**src/rtl/nco_phase_accumulator.sv**
```systemverilog
// NCO phase accumulator with prescaled tick and
// a one-deep frequency-word slot applied at safe points.
module nco_phase_accumulator #(
    parameter int ACC_WIDTH = 24,
    parameter int OUT_WIDTH = 12,
    parameter int DIV_WIDTH = 8
) (
    input  logic                 clk,
    input  logic                 reset_n,
    input  logic                 en,
    input  logic [DIV_WIDTH-1:0] div,
    input  logic                 fword_valid,
    input  logic [ACC_WIDTH-1:0] fword_data,
    output logic                 fword_ready,
    output logic [ACC_WIDTH-1:0] fword_active,
    output logic [OUT_WIDTH-1:0] phase_out,
    output logic                 sample_stb,
    output logic                 wrap
);

    logic [DIV_WIDTH-1:0] cnt_q, cnt_d;
    logic [ACC_WIDTH-1:0] acc_q, acc_d;
    logic [ACC_WIDTH-1:0] active_q, active_d;
    logic [ACC_WIDTH-1:0] pend_q, pend_d;
    logic                 pend_vld_q, pend_vld_d;
    logic                 stb_q, stb_d;
    logic                 wrap_q, wrap_d;

    logic                 tick;
    logic [ACC_WIDTH:0]   sum;
    logic                 carry;
    logic                 apply;
    logic                 xfer;

    // Next-state: prescaler, accumulator, word slot, strobes
    always_comb begin
        cnt_d      = cnt_q;
        acc_d      = acc_q;
        active_d   = active_q;
        pend_d     = pend_q;
        pend_vld_d = pend_vld_q;
        stb_d      = 1'b0;
        wrap_d     = 1'b0;

        // >= compare so a shrinking div never lets cnt run away
        tick  = en && (cnt_q >= div);
        sum   = {1'b0, acc_q} + {1'b0, active_q};
        carry = sum[ACC_WIDTH];

        // Swap only where it cannot glitch the phase sequence
        apply = pend_vld_q
              && (!en || (tick && (carry || active_q == '0)));
        xfer  = fword_valid && !pend_vld_q;

        if (en) begin
            if (tick) cnt_d = '0;
            else      cnt_d = cnt_q + 1'b1;
        end

        if (tick) begin
            acc_d  = sum[ACC_WIDTH-1:0];
            stb_d  = 1'b1;
            wrap_d = carry;
        end

        if (apply) begin
            active_d   = pend_q;
            pend_vld_d = 1'b0;
        end else if (xfer) begin
            pend_d     = fword_data;
            pend_vld_d = 1'b1;
        end
    end

    // State registers with synchronous active-low reset
    always_ff @(posedge clk) begin
        if (!reset_n) begin
            cnt_q      <= '0;
            acc_q      <= '0;
            active_q   <= '0;
            pend_q     <= '0;
            pend_vld_q <= 1'b0;
            stb_q      <= 1'b0;
            wrap_q     <= 1'b0;
        end else begin
            cnt_q      <= cnt_d;
            acc_q      <= acc_d;
            active_q   <= active_d;
            pend_q     <= pend_d;
            pend_vld_q <= pend_vld_d;
            stb_q      <= stb_d;
            wrap_q     <= wrap_d;
        end
    end

    assign fword_ready  = ~pend_vld_q;
    assign fword_active = active_q;
    assign phase_out    = acc_q[ACC_WIDTH-1 -: OUT_WIDTH];
    assign sample_stb   = stb_q;
    assign wrap         = wrap_q;

endmodule

```
**config.mk**
```make
export PLATFORM = sky130hd
export DESIGN_NAME = nco_phase_accumulator
export DESIGN_NICKNAME = d
export VERILOG_FILES = /design/src/rtl/nco_phase_accumulator.sv
export SDC_FILE = /design/constraint.sdc
export NUM_CORES = 1
export LEC_CHECK = 0
export CAP_MARGIN = 20
export CELL_PAD_IN_SITES_DETAIL_PLACEMENT = 1
export CELL_PAD_IN_SITES_GLOBAL_PLACEMENT = 1
export CORE_ASPECT_RATIO = 0.75
export CORE_UTILIZATION = 43
export DETAILED_ROUTE_END_ITERATION = 8
export GPL_TIMING_DRIVEN = 0
export PLACE_DENSITY = 0.92
export SETUP_SLACK_MARGIN = 0.4
export SYNTH_ARGS = -nofsm -noshare
export SYNTH_HDL_FRONTEND = slang
export SYNTH_SLANG_ARGS = --single-unit
```
**constraint.sdc**
```tcl
create_clock -name clk -period 4.1 [get_ports clk]
set_clock_uncertainty 0.1 [all_clocks]
set_input_delay 1.23 -clock clk [delete_from_list [all_inputs] [get_ports clk]]
set_output_delay 1.23 -clock clk [all_outputs]
set_load 0.05 [all_outputs]
```
# After elaboration in Yosys (flattened, before gate mapping)
# Index checks and enable logic that the tools add are counted.
[op_classes]
n_addsub = 2
n_mul = 0
div = 0
order_cmp = 1
n_eq_ne = 0
shifts = 0
muxes = 2
bitwise_logic = 3
n_reduce_logical = 12
[ops]
columns = ["operator", "n"]
rows = [
  ["24-bit by 24-bit adder with 25-bit output", 1],
  ["24-bit logical NOT", 1],
  ["8-bit by 1-bit adder with 8-bit output (second input constant)", 1],
  ["8-bit >= comparator", 1],
  ["8-bit 2-to-1 mux", 1],
  ["1-bit logical AND", 4],
  ["2-bit AND reduction", 2],
  ["1-bit inverter", 3],
  ["1-bit logical NOT", 2],
  ["1-bit logical OR", 2],
  ["2-bit OR reduction", 1],
  ["1-bit 2-to-1 mux", 1],
]
[word_totals]
register_bits = 83
latch_bits = 0
mem_bits_rw = 0
mem_bits_ro = 0
inputBits = 36
output_inout_bits = 39
wordCells = 27
mem_count = 0

# Depth between registers and ports, before layout
[logic_depth]
ltp_word = 7
depth_mapped = 11
mapped_depth_nobuf = 9

# Worst setup path after synthesis
# OpenSTA, ideal clock, no wires.
[synth_timing]
path_kind = "input port to flip-flop"
start = "in div[0]"
end = "reg acc_q[23]"
arrival_ns = 3.038
required_ns = 3.919
setup_slack_ns = 0.882
stages = 8
path_cell_list = "ha_1 > nand2b_1 > a21o_1 > a211oi_1 > o31ai_1 > nand2_1 > or4_1 > a41oi_1"
[synth_via]
elab_chain_len = 2
[synth_lines]
columns = ["element", "line_no", "source"]
rows = [
  ["start, declared", "11", "input logic [DIV_WIDTH-1:0] div,"],
  ["8-bit >= comparator", "46", "tick = en && (cnt_q >= div);"],
  ["1-bit logical AND", "46", ""],
  ["end signal, assigned", "79", "acc_q <= '0;"],
  ["end signal, assigned", "87", "acc_q <= acc_d;"],
  ["end, declared", "22", "logic [ACC_WIDTH-1:0] acc_q, acc_d;"],
]
# No other way between the ends.
# A chain may end at the register's enable or synchronous reset.

# Final worst setup path
[layout_timing]
start = "in div[5]"
end = "reg acc_q[23]"
# The elaborated chain is that of the path after synthesis.

==> summary.md <==
## Timing
* **post-route clock period utilization** 88.2%
* **headroom to the max-slew limit** 40.3%
* **Max Fclk** 276 MHz
* **number of pins exceeding their max-slew limit in the final report** 0
* **final setup margin** 482 ps
* **hold violation count in the final report** 0
* **unrepaired setup endpoints after global routing** false
* **pin slew with the least headroom to its limit** 884 ps
* **count of final setup violators** 0
* **post-layout min period** 3620 ps

## Finish
* **most frequent standard cell in the layout excluding fill and tap cells** sky130_fd_sc_hd__nand2_1
* **final net count** 725
* **Filler Cell Count** 1279
* **register area** 1660 um^2
* **area added between synthesis and finish** 26.4%
* **Antenna Cells** 0
* **Multi-input gate area** 2640 um^2
* **most frequent cells in the layout** 116 x sky130_fd_sc_hd__nand2_1, 83 x sky130_fd_sc_hd__dfxtp_1, 72 x sky130_fd_sc_hd__clkdlybuf4s50_1
* **share of post-route cells with drive strength above 1** 8.48%
* **final standard cell area without fillers** 5790 um^2
* **share of the core filled with cells** 56.0%

## Power
* **internal power contribution** 0.00139 W
* **power share of the combinational group** 9.9%
* **Power Density** 322 nW/um^2
* **total power** 0.00186 W
* **Seq pwr share** 45.5%
* **switching component of the power** 0.000479 W
* **clock network fraction of design power** 44.6%
* **switching part of the total** 25.7%
* **leakage power** 2.41 nW
* **IR Drop Worst-Case VDD** 226 uV

## Synth
* **post-synthesis net count** 642
* **synthesized cell area** 4580 um^2
* **Yosys warnings** 0
* **number of unique standard cell types used by synthesis** 59
* **fraction of the yosys area taken by sequential cells** 36.3%
* **share of the synthesized area in the top cell type** 36.3%
* **Mapped Avg Cell Area** 8.01 um^2
* **Main synth FF type** sky130_fd_sc_hd__dfxtp_1
* **Synth Register Bits** 83
* **number of enable-type register cells in the synthesized netlist** 0
* **Synth async-reset ratio** 0%
* **number of cells produced by synthesis** 572
* **largest cells by area after synthesis** sky130_fd_sc_hd__dfxtp_1 36%, sky130_fd_sc_hd__nand2_1 9.6%, sky130_fd_sc_hd__ha_1 9.0%
* **library cell occupying the most area in the post-synthesis netlist** sky130_fd_sc_hd__dfxtp_1

## Place
* **DPL Wire Length** 11300 um
* **RePlAce Congestion** 0.930
* **pre-CTS setup slack** -177 ps
* **Port-buffer cells** 72
* **total cell area at the placement stage** 5470 um^2

## Clock tree
* **sink count of the clock tree** 83
* **Setup Buffers After CTS** 0
* **TritonCTS clock tree** done
* **Hold Buf Count CTS** 0
* **CTS Buf Count** 9
* **clk root buf** sky130_fd_sc_hd__clkbuf_16
* **maximum number of buffers from clock root to sink** 2
* **CTS HTree Levels** 3
* **Worst-Skew Late Latency** 350 ps
* **clock-pin slew on the worst setup and hold paths** 70 ps
* **PostCTS Resize Cnt** 3

## Die
* **die boundary width** 121 um
* **I/O pins** 75
* **site row count** 32
* **floorplan die area** 11100 um^2
* **floorplan die height** 91.4 um
* **starting utilization of the core area** 44.3%
* **Core Area** 10300 um^2

## Setup path
* **Crit. End Element** register
* **category of the worst setup path launch point** input pin
* **slack of the worst reg-to-reg path** 960 ps
* **crit-path max FO** 9
* **CP Class** input pin to register
* **Worst Path Arrival** 3790 ps
* **worst endpoint required time** 4270 ps

## Flow run
* **number of maximum-capacitance violations** 0

## Global route
* **largest net degree at the start of global routing** 15
* **antenna violations before repair** 0
* **residual overflow from global routing** 0
* **all-layer global routing usage** 28.4%
* **via count of the first global-routing pass** 4865
* **global-route wire length before repair** 24300 um

## Routing
* **vias** 4609
* **mean routed wirelength per cell** 18.8 um
* **via density per instance** 5.79
* **Routed Antenna Nets** 0
* **length of the first detailed-routing pass in iterations** 5
* **Starting DRT DRC Count** 198
* **drt total wl** 15000 um
* **number of remaining DRC errors** 0

## Outcome
* **status** completed

## Min path
* **min-delay worst type** register to register

[cell type report]
class	instances	share of cell area [%]
flip-flops and latches	83	28.7
clock inverters	3	0.454
plain buffers	41	4.06
well taps	136	2.94
multi-input cells	433	45.6
repair buffers	72	12.4
inverters	15	0.973
clock buffers	13	4.84
[state kept, by name (all words and copies together) (netlist names)]
| name | cells |
|---|---|
| acc_q | 24 |
| cnt_q | 8 |
| fword_active | 24 |
| pend_q | 24 |
| pend_vld_q | 1 |
| sample_stb | 1 |
| wrap | 1 |
[synthesized netlist by cell type, drive strengths merged (2+ instances only)]
master	number
and2	2
a2111o	2
a31oi	3
dfxtp	83
o21a	3
o21bai	3
clkbuf	22
o21ai	46
nor2b	3
ha	33
o211ai	5
nor3	5
buf	19
nand2	117
a21oi	57
nor4	6
inv	15
a41oi	3
nand4	15
nand2b	3
a211oi	6
nand3	37
a21o	11
xor2	15
nor2	21
xnor2	6
and3	6
or4	2
[critical path: stages]
cell and delay, ps:
sky130_fd_sc_hd__clkdlybuf4s50_1 470, sky130_fd_sc_hd__inv_1 50, sky130_fd_sc_hd__ha_1 300, sky130_fd_sc_hd__nand4_1 190, sky130_fd_sc_hd__o31ai_2 490, sky130_fd_sc_hd__nand2_2 270
sky130_fd_sc_hd__or4_1 570, sky130_fd_sc_hd__a41oi_1 220
[final timing paths]
| check | depth (start not counted) | startpoint | endpoint |
|---|---|---|---|
| hold reg to reg | 2 | pend_q[21] | fword_active[21] |
| hold / removal | 2 | pend_q[21] | fword_active[21] |
| setup / recovery | 8 | div[5] | acc_q[23] |
| setup reg to reg | 10 | fword_active[0] | fword_active[13] |
[metrics by stage]
| stage | hold slack (ps) | TNS, ps | instances |
|---|---|---|---|
| floorplan | 336 | 0 | 572 |
| global placement | 343 | 0 | 780 |
| detailed placement | 350 | -958 | 780 |
| CTS | 362 | 0 | 796 |
| global route | 378 | 0 | 796 |
| finish | 362 | 0 | 796 |
[per-layer routing]
| metal | GRT usage, % | wire [um] | vias up |
|---|---|---|---|
| met5 | 0 | 0 | - |
| met4 | 10.1 | 240 | 0 |
| met3 | 6.16 | 938 | 22 |
| met2 | 48.4 | 7290 | 147 |
| met1 | 35.1 | 6510 | 2238 |
| li1 | - | - | 2202 |
[cell families (layout without fill, tap and decap cells)]
group,count (synthesis),after routing,synth area share (%)
AOI/OAI and AO/OA,155,155,21.5
xor gates and xnor gates,21,21,4.02
adders and majority gates,34,34,9.45
buffers and inverters,56,144,6.26
DFF,83,83,36.3
muxes,1,1,0.219
and+or+nand+nor,222,222,22.3
[power by group through the flow]
| stage | Clock [W] | Sequential, W | Combinational, W |
|---|---|---|---|
| 2_1_floorplan | 0 | 0.000872 | 0.0000943 |
| 3_3_place_gp | 0 | 0.000864 | 0.000171 |
| 3_5_place_dp | 0 | 0.000866 | 0.000182 |
| 4_1_cts | 0.000841 | 0.000848 | 0.000185 |
| 5_1_grt | 0.000875 | 0.000851 | 0.000203 |
| 6_report | 0.000831 | 0.000849 | 0.000185 |
(Power assumes the default switching activity.)
